## src/rtl/gspram_access_seq_if.sv

```systemverilog
// gspram_access_seq_if
//   Bundles the request/response handshake and the GSPRAM macro pins
//   around gspram_access_seq.
//   slave  : the sequencer view (accepts requests, drives the macro pins).
//   master : the environment view (requester plus the macro that returns ram_rda).
//   Request  : req_valid, req_ready, req_wr, req_adr[AW], req_wda[DW]
//   Response : rsp_valid, rsp_ready, rsp_rda[DW]
//   Macro    : ram_ena, ram_wri, ram_adr[AW], ram_wda[DW], ram_rda[DW]
interface gspram_access_seq_if #(
  parameter int AW = 8,
  parameter int DW = 32
);
  logic          req_valid;
  logic          req_ready;
  logic          req_wr;
  logic [AW-1:0] req_adr;
  logic [DW-1:0] req_wda;
  logic          rsp_valid;
  logic          rsp_ready;
  logic [DW-1:0] rsp_rda;
  logic          ram_ena;
  logic          ram_wri;
  logic [AW-1:0] ram_adr;
  logic [DW-1:0] ram_wda;
  logic [DW-1:0] ram_rda;

  modport slave (
    input  req_valid, req_wr, req_adr, req_wda, rsp_ready, ram_rda,
    output req_ready, rsp_valid, rsp_rda, ram_ena, ram_wri, ram_adr, ram_wda
  );

  modport master (
    output req_valid, req_wr, req_adr, req_wda, rsp_ready, ram_rda,
    input  req_ready, rsp_valid, rsp_rda, ram_ena, ram_wri, ram_adr, ram_wda
  );
endinterface

```

## src/rtl/gspram_access_seq.sv

```systemverilog
// gspram_access_seq
//   Sequencer in front of a 256x32 single-port GSPRAM macro. Turns a
//   valid/ready read/write request stream into the macro's ena pulse
//   protocol (read samples on ena rise, write commits on ena fall, adr/wri
//   stable while ena is high) and returns read data on a valid/ready port.
// Ports
//   clk    : system clock, all state changes on posedge
//   rst_n  : synchronous active-low reset
//   bus    : gspram_access_seq_if.slave (request, response and macro pins)
// Timing per access: SETUP_CYC clocks with ena low, ENA_HI_CYC clocks with
// ena high, ENA_LO_CYC clocks of recovery with ena low, then back to idle.
module gspram_access_seq #(
  parameter int AW         = 8,
  parameter int DW         = 32,
  parameter int SETUP_CYC  = 1,
  parameter int ENA_HI_CYC = 2,
  parameter int ENA_LO_CYC = 2
) (
  input  logic                 clk,
  input  logic                 rst_n,
  gspram_access_seq_if.slave   bus
);

  typedef enum logic [1:0] {IDLE, SETUP, ACT, REC} state_t;

  // Counter reload values: each phase lasts (load + 1) clocks.
  localparam logic [7:0] SETUP_LD = 8'(SETUP_CYC - 1);
  localparam logic [7:0] HI_LD    = 8'(ENA_HI_CYC - 1);
  localparam logic [7:0] LO_LD    = 8'(ENA_LO_CYC - 1);

  state_t     state, state_next;
  logic [7:0] cnt, cnt_next;
  logic       ena_next;
  logic       accept;
  logic       capture;

  // A pending response blocks new requests of either kind, and nothing is
  // accepted while reset is asserted.
  assign bus.req_ready = rst_n & (state == IDLE) & ~bus.rsp_valid;
  assign accept        = bus.req_valid & bus.req_ready;

  // State register; ena is registered here so the macro sees a glitch-free pin.
  always_ff @(posedge clk) begin
    if (!rst_n) begin
      state       <= IDLE;
      cnt         <= 8'd0;
      bus.ram_ena <= 1'b0;
    end else begin
      state       <= state_next;
      cnt         <= cnt_next;
      bus.ram_ena <= ena_next;
    end
  end

  // Next-state logic: one down-counter, reloaded on every phase entry.
  always_comb begin
    state_next = state;
    cnt_next   = cnt;
    ena_next   = bus.ram_ena;
    capture    = 1'b0;
    case (state)
      IDLE: begin
        if (accept) begin
          state_next = SETUP;
          cnt_next   = SETUP_LD;
        end
      end
      SETUP: begin
        if (cnt == 8'd0) begin
          state_next = ACT;
          cnt_next   = HI_LD;
          ena_next   = 1'b1;
        end else begin
          cnt_next = cnt - 8'd1;
        end
      end
      ACT: begin
        if (cnt == 8'd0) begin
          state_next = REC;
          cnt_next   = LO_LD;
          ena_next   = 1'b0;
          // Read data has been valid since the ena rise plus access time.
          capture    = ~bus.ram_wri;
        end else begin
          cnt_next = cnt - 8'd1;
        end
      end
      REC: begin
        if (cnt == 8'd0) begin
          state_next = IDLE;
        end else begin
          cnt_next = cnt - 8'd1;
        end
      end
      default: begin
        state_next = IDLE;
        cnt_next   = 8'd0;
        ena_next   = 1'b0;
      end
    endcase
  end

  // Macro address/control/data. These are cleared on reset only once ena is
  // already low, so an access cut short by reset still sees a clean ena fall
  // with unchanged adr/wri (an aborted write therefore still commits).
  always_ff @(posedge clk) begin
    if (!rst_n) begin
      if (!bus.ram_ena) begin
        bus.ram_adr <= {AW{1'b0}};
        bus.ram_wri <= 1'b0;
        bus.ram_wda <= {DW{1'b0}};
      end
    end else if (accept) begin
      bus.ram_adr <= bus.req_adr;
      bus.ram_wri <= bus.req_wr;
      bus.ram_wda <= bus.req_wda;
    end
  end

  // Read response holding register; stays stable until consumed.
  always_ff @(posedge clk) begin
    if (!rst_n) begin
      bus.rsp_valid <= 1'b0;
      bus.rsp_rda   <= {DW{1'b0}};
    end else if (capture) begin
      bus.rsp_valid <= 1'b1;
      bus.rsp_rda   <= bus.ram_rda;
    end else if (bus.rsp_valid && bus.rsp_ready) begin
      bus.rsp_valid <= 1'b0;
    end
  end

endmodule

```

## src/flat_wrapper.sv

```systemverilog
// flat-port wrapper written by rule: the top's interface ports become plain ports
module gspram_access_seq_flat 
#(
  parameter int AW         = 8,
  parameter int DW         = 32,
  parameter int SETUP_CYC  = 1,
  parameter int ENA_HI_CYC = 2,
  parameter int ENA_LO_CYC = 2
)
  (clk, rst_n, bus_req_valid, bus_req_wr, bus_req_adr, bus_req_wda, bus_rsp_ready, bus_ram_rda, bus_req_ready, bus_rsp_valid, bus_rsp_rda, bus_ram_ena, bus_ram_wri, bus_ram_adr, bus_ram_wda);
  gspram_access_seq_if #(.AW(AW), .DW(DW)) bus_i ();
  input  logic clk;
  input  logic rst_n;
  input wire logic [$bits(bus_i.req_valid)-1:0] bus_req_valid;
  input wire logic [$bits(bus_i.req_wr)-1:0] bus_req_wr;
  input wire logic [$bits(bus_i.req_adr)-1:0] bus_req_adr;
  input wire logic [$bits(bus_i.req_wda)-1:0] bus_req_wda;
  input wire logic [$bits(bus_i.rsp_ready)-1:0] bus_rsp_ready;
  input wire logic [$bits(bus_i.ram_rda)-1:0] bus_ram_rda;
  output wire logic [$bits(bus_i.req_ready)-1:0] bus_req_ready;
  output wire logic [$bits(bus_i.rsp_valid)-1:0] bus_rsp_valid;
  output wire logic [$bits(bus_i.rsp_rda)-1:0] bus_rsp_rda;
  output wire logic [$bits(bus_i.ram_ena)-1:0] bus_ram_ena;
  output wire logic [$bits(bus_i.ram_wri)-1:0] bus_ram_wri;
  output wire logic [$bits(bus_i.ram_adr)-1:0] bus_ram_adr;
  output wire logic [$bits(bus_i.ram_wda)-1:0] bus_ram_wda;
  assign bus_i.req_valid = bus_req_valid;
  assign bus_i.req_wr = bus_req_wr;
  assign bus_i.req_adr = bus_req_adr;
  assign bus_i.req_wda = bus_req_wda;
  assign bus_i.rsp_ready = bus_rsp_ready;
  assign bus_i.ram_rda = bus_ram_rda;
  assign bus_req_ready = bus_i.req_ready;
  assign bus_rsp_valid = bus_i.rsp_valid;
  assign bus_rsp_rda = bus_i.rsp_rda;
  assign bus_ram_ena = bus_i.ram_ena;
  assign bus_ram_wri = bus_i.ram_wri;
  assign bus_ram_adr = bus_i.ram_adr;
  assign bus_ram_wda = bus_i.ram_wda;
  gspram_access_seq #(.AW(AW), .DW(DW), .SETUP_CYC(SETUP_CYC), .ENA_HI_CYC(ENA_HI_CYC), .ENA_LO_CYC(ENA_LO_CYC)) u_core (.clk(clk), .rst_n(rst_n), .bus(bus_i));
endmodule
```

## config.mk

```make
export PLATFORM = sky130hd
export DESIGN_NAME = gspram_access_seq_flat
export DESIGN_NICKNAME = d
export VERILOG_FILES = /design/src/rtl/gspram_access_seq_if.sv /design/src/rtl/gspram_access_seq.sv /design/src/flat_wrapper.sv
export SDC_FILE = /design/constraint.sdc
export NUM_CORES = 1
export LEC_CHECK = 0
export ABC_AREA = 1
export BUFFER_PORTS_ARGS = -buffer_cell sky130_fd_sc_hd__clkbuf_2
export CORE_ASPECT_RATIO = 1.25
export CORE_MARGIN = 2
export CORE_UTILIZATION = 43
export CTS_BUF_LIST = sky130_fd_sc_hd__clkbuf_16
export CTS_CLUSTER_DIAMETER = 30
export DETAILED_ROUTE_END_ITERATION = 7
export PLACE_DENSITY_LB_ADDON = 0.25
export SETUP_SLACK_MARGIN = 0.05
export SLEW_MARGIN = 10
export SYNTH_ARGS = -nofsm -noshare
export SYNTH_HDL_FRONTEND = slang
export SYNTH_SLANG_ARGS = --single-unit
```

## constraint.sdc

```tcl
create_clock -name clk -period 3.8 [get_ports clk]
set_input_delay 0.19 -clock clk [delete_from_list [all_inputs] [get_ports clk]]
set_output_delay 0.19 -clock clk [all_outputs]
set_load 0.02 [all_outputs]
```

==> impl_metrics.json <==
{
  "skew_ps": 11.0,
  "r2r_cells": 10,
  "crit_start": "u_core.cnt[0]$_SDFFE_PN0P_",
  "cp_data_required_time_ps": 4020,
  "worstSetupPathType": "reg2reg",
  "syn_avg_cell_area_um2": 8.72,
  "fill_cells": 710,
  "ys.warnings.count": 0,
  "synth_top_area_share_pct": 35.3,
  "vias_per_cell": 4.56,
  "drtIter0Drc": 239,
  "place_hpwl_mm": 6.02,
  "firstDrtPassIters": 4,
  "intPower_mw": 2.07,
  "pin_count": 153,
  "cts_root_buf": "clkbuf_16",
  "drt_wl_total_mm": 8.16,
  "htreeDepth": 3,
  "outcome": "finished clean",
  "row_count": 36,
  "fmax_ghz": 0.504,
  "grt_pass1_vias": 2863,
  "wire_per_inst_um": 12.5,
  "synthCells": 400,
  "hp-start": "bus_ram_rda[14]",
  "ys_async_sr_fraction_pct": 0,
  "path_cells": "inv_1, ha_1, nand3_1, inv_1, nand2_2, nor3_4, buf_4, inv_2, nor2_1, nor2_1",
  "grt_max_degree": 54,
  "seqPwrFrac_pct": 39.4,
  "drive_above_1_share_pct": 31.8,
  "ctsHoldBuffers": 0,
  "period_share_pct": 52.3,
  "finalMaxSlewViolations": 0,
  "antenna_found_initial": 0,
  "r2r_slack_ps": 1810,
  "max-slew-margin-rel_pct": 35.0,
  "dieArea_um2": 8850,
  "worst_pin_slew_ps": 972,
  "synth_area_leaders": "edfxtp_1, dfxtp_1, nor2_1",
  "dr_wl_met3_um": 577,
  "startpoint_type": "flop",
  "grt_overflow": 0,
  "synth_edf_count": 41,
  "worstHoldPathType": "in2reg",
  "num_antenna_cells": 0,
  "arrival_ps": 2210,
  "die_h_um": 105,
  "crit_fanout": 33,
  "combPwrFrac_pct": 35.6,
  "clk_latency_ps": 330,
  "start_util_pct": 44.5,
  "yosysTopAreaCell": "edfxtp_1",
  "wl_met1_mm": 3.28,
  "area_growth_pct": 32.2,
  "port_buffers": 152,
  "drtAntennaViolNets": 0,
  "cp_slowest_stage_delay_ps": 310,
  "syn-num-nets": 484,
  "synth.distinct_cells": 20,
  "peakVddDrop_v": 0.000389,
  "routed.top_layer": "met4",
  "grtUsageTotal_pct": 18.6,
  "cts_resized": 0,
  "setup_tns_ps": 0,
  "cts.path.max_buffers": 2,
  "cts_setup_buffers": 0,
  "cts-buffers-inserted": 9,
  "cts_tree": "yes",
  "p_sw_share_pct": 38.4,
  "syn-cell-area_um2": 3490,
  "crit_end": "u_core.bus.rsp_rda[23]$_SDFFE_PN0P_",
  "total_power_mw": 3.36,
  "drv_cap": 0,
  "synth-seq-area-share_pct": 60.6,
  "hold_viol": 0,
  "timing.rr.start": "u_core.cnt[0]$_SDFFE_PN0P_",
  "r2r_end": "u_core.bus.rsp_rda[23]$_SDFFE_PN0P_",
  "rsz0062_at_grt": "no",
  "yosys_register_bits": 85,
  "p_switching_mw": 1.29,
  "yosys_most_used_dff": "dfxtp_1",
  "setup_viol_count_final": 0,
  "clkTransAtPathRegs_ps": 60,
  "period_needed_ps": 1990,
  "cts_sinks": 85,
  "critPathSlowestCell": "dfxtp_1",
  "end_kind": "flop",
  "coreArea_um2": 7840,
  "p_clk_share_pct": 25.0,
  "route.detailed.drc": 0,
  "vias": 2970,
  "gp_congestion": 0.945,
  "grt_pass1_wl_mm": 13.2,
  "nNetsFinal": 635,
  "power.density_nw_per_um2": 729,
  "die_w_um": 84.5,
  "leakage_nw": 2.52,
  "wl_met2_mm": 4.24
}
placed cells by master, fill, tap and decap left out:
| master | count |
|---|---|
| nand4_1 | 1 |
| nor2_1 | 93 |
| buf_4 | 3 |
| clkinv_2 | 1 |
| inv_6 | 2 |
| clkinvlp_4 | 1 |
| nor2_2 | 1 |
| nor3_1 | 1 |
| o21ai_0 | 41 |
| nand2_2 | 2 |
| ha_1 | 7 |
| clkbuf_2 | 152 |
| edfxtp_1 | 41 |
| o21ai_4 | 1 |
| inv_2 | 2 |
| inv_8 | 1 |
| clkbuf_16 | 10 |
| a21oi_1 | 4 |
| o211ai_1 | 1 |
| nor3_4 | 1 |
| nand3_1 | 13 |
| dfxtp_1 | 44 |
| inv_1 | 64 |
| nand2_1 | 69 |
synthesized netlist by cell type, types with 3 or more instances:
library cell	instances
edfxtp_1	41
nand2_1	69
a21oi_1	4
clkbuf_1	6
nand3_1	13
buf_2	5
dfxtp_1	44
nor2_1	93
buf_6	3
o21ai_0	42
inv_1	63
ha_1	7
power groups by stage:
stage / combinational (mW) / sequential (mW) / clock [mW]
6_report: 1.20 / 1.32 / 0.839
5_1_grt: 1.34 / 1.34 / 0.895
4_1_cts: 1.20 / 1.32 / 0.860
3_5_place_dp: 1.20 / 1.34 / 0
3_3_place_gp: 1.18 / 1.33 / 0
2_1_floorplan: 0.620 / 1.55 / 0
routing by layer:
metal  vias to the layer above  track usage [%]
met1                      1306             22.4
li1                       1545                -
met3                         6             4.98
met4                         0             7.14
met2                       113             31.6
met5                         -                0
how the worst min path moves through the flow:
stage	to	slack [ps]	depth (start not counted)
3_3_place_gp	u_core.bus.rsp_rda[13]$_SDFFE_PN0P_	410	3
6_report	u_core.bus.rsp_rda[14]$_SDFFE_PN0P_	80	3
5_1_grt	u_core.bus.rsp_rda[11]$_SDFFE_PN0P_	80	3
3_5_place_dp	u_core.bus.rsp_rda[28]$_SDFFE_PN0P_	420	3
2_1_floorplan	u_core.bus.rsp_rda[0]$_SDFFE_PN0P_	320	2
4_1_cts	u_core.bus.rsp_rda[14]$_SDFFE_PN0P_	70	3
through the flow:
| step | utilization [%] | hold WS, ps | instance area [um2] | worst slack (ps) | instances |
|---|---|---|---|---|---|
| 5_1_grt | 58.8 | 83.5 | 4610 | 1580 | 651 |
| 2_1_floorplan | - | 325 | 3490 | 1010 | 400 |
| 6_report | 58.8 | 80.5 | 4610 | 1810 | 651 |
| 4_1_cts | 58.8 | 74.8 | 4610 | 1800 | 651 |
| 3_3_place_gp | 55.0 | 413 | 4310 | 1810 | 635 |
| 3_5_place_dp | 55.0 | 419 | 4310 | 1750 | 635 |
logic make-up (layout without fill, tap and decap cells):
family	after synthesis	count (layout)	synth area share (%)
adders and majority gates	7	7	2.51
buffers and inverters	80	236	9.47
AOI/OAI and AO/OA	47	47	6.82
and+or+nand+nor	181	181	20.6
DFF	85	85	60.6
flip-flops by register name, indices dropped and copies added (netlist names):
name / flops
u_core.bus.ram_ena: 1
u_core.bus.ram_wda: 32
u_core.bus.ram_adr: 8
u_core.state: 2
u_core.bus.rsp_valid: 1
u_core.bus.ram_wri: 1
u_core.cnt: 8
u_core.bus.rsp_rda: 32
worst max-delay path, delay by kind of cell (launching register included):
| family | cells | cell delay [ps] |
|---|---|---|
| adder cells (fa/ha/maj) | 1 | 170 |
| buffers and inverters | 4 | 810 |
| flip-flops | 1 | 310 |
| AND/OR/NAND/NOR | 5 | 570 |
area by class of cell:
class / instances / area, um2 / share of cell area [%]
repair buffers: 155 / 783 / 17.0
multi-input cells: 235 / 1060 / 22.9
inverters: 65 / 244 / 5.29
well taps: 95 / 119 / 2.58
clock inverters: 6 / 45.0 / 0.977
flip-flops and latches: 85 / 2110 / 45.8
clock buffers: 10 / 250 / 5.43
Note: power is estimated with default switching activity, not from simulation.
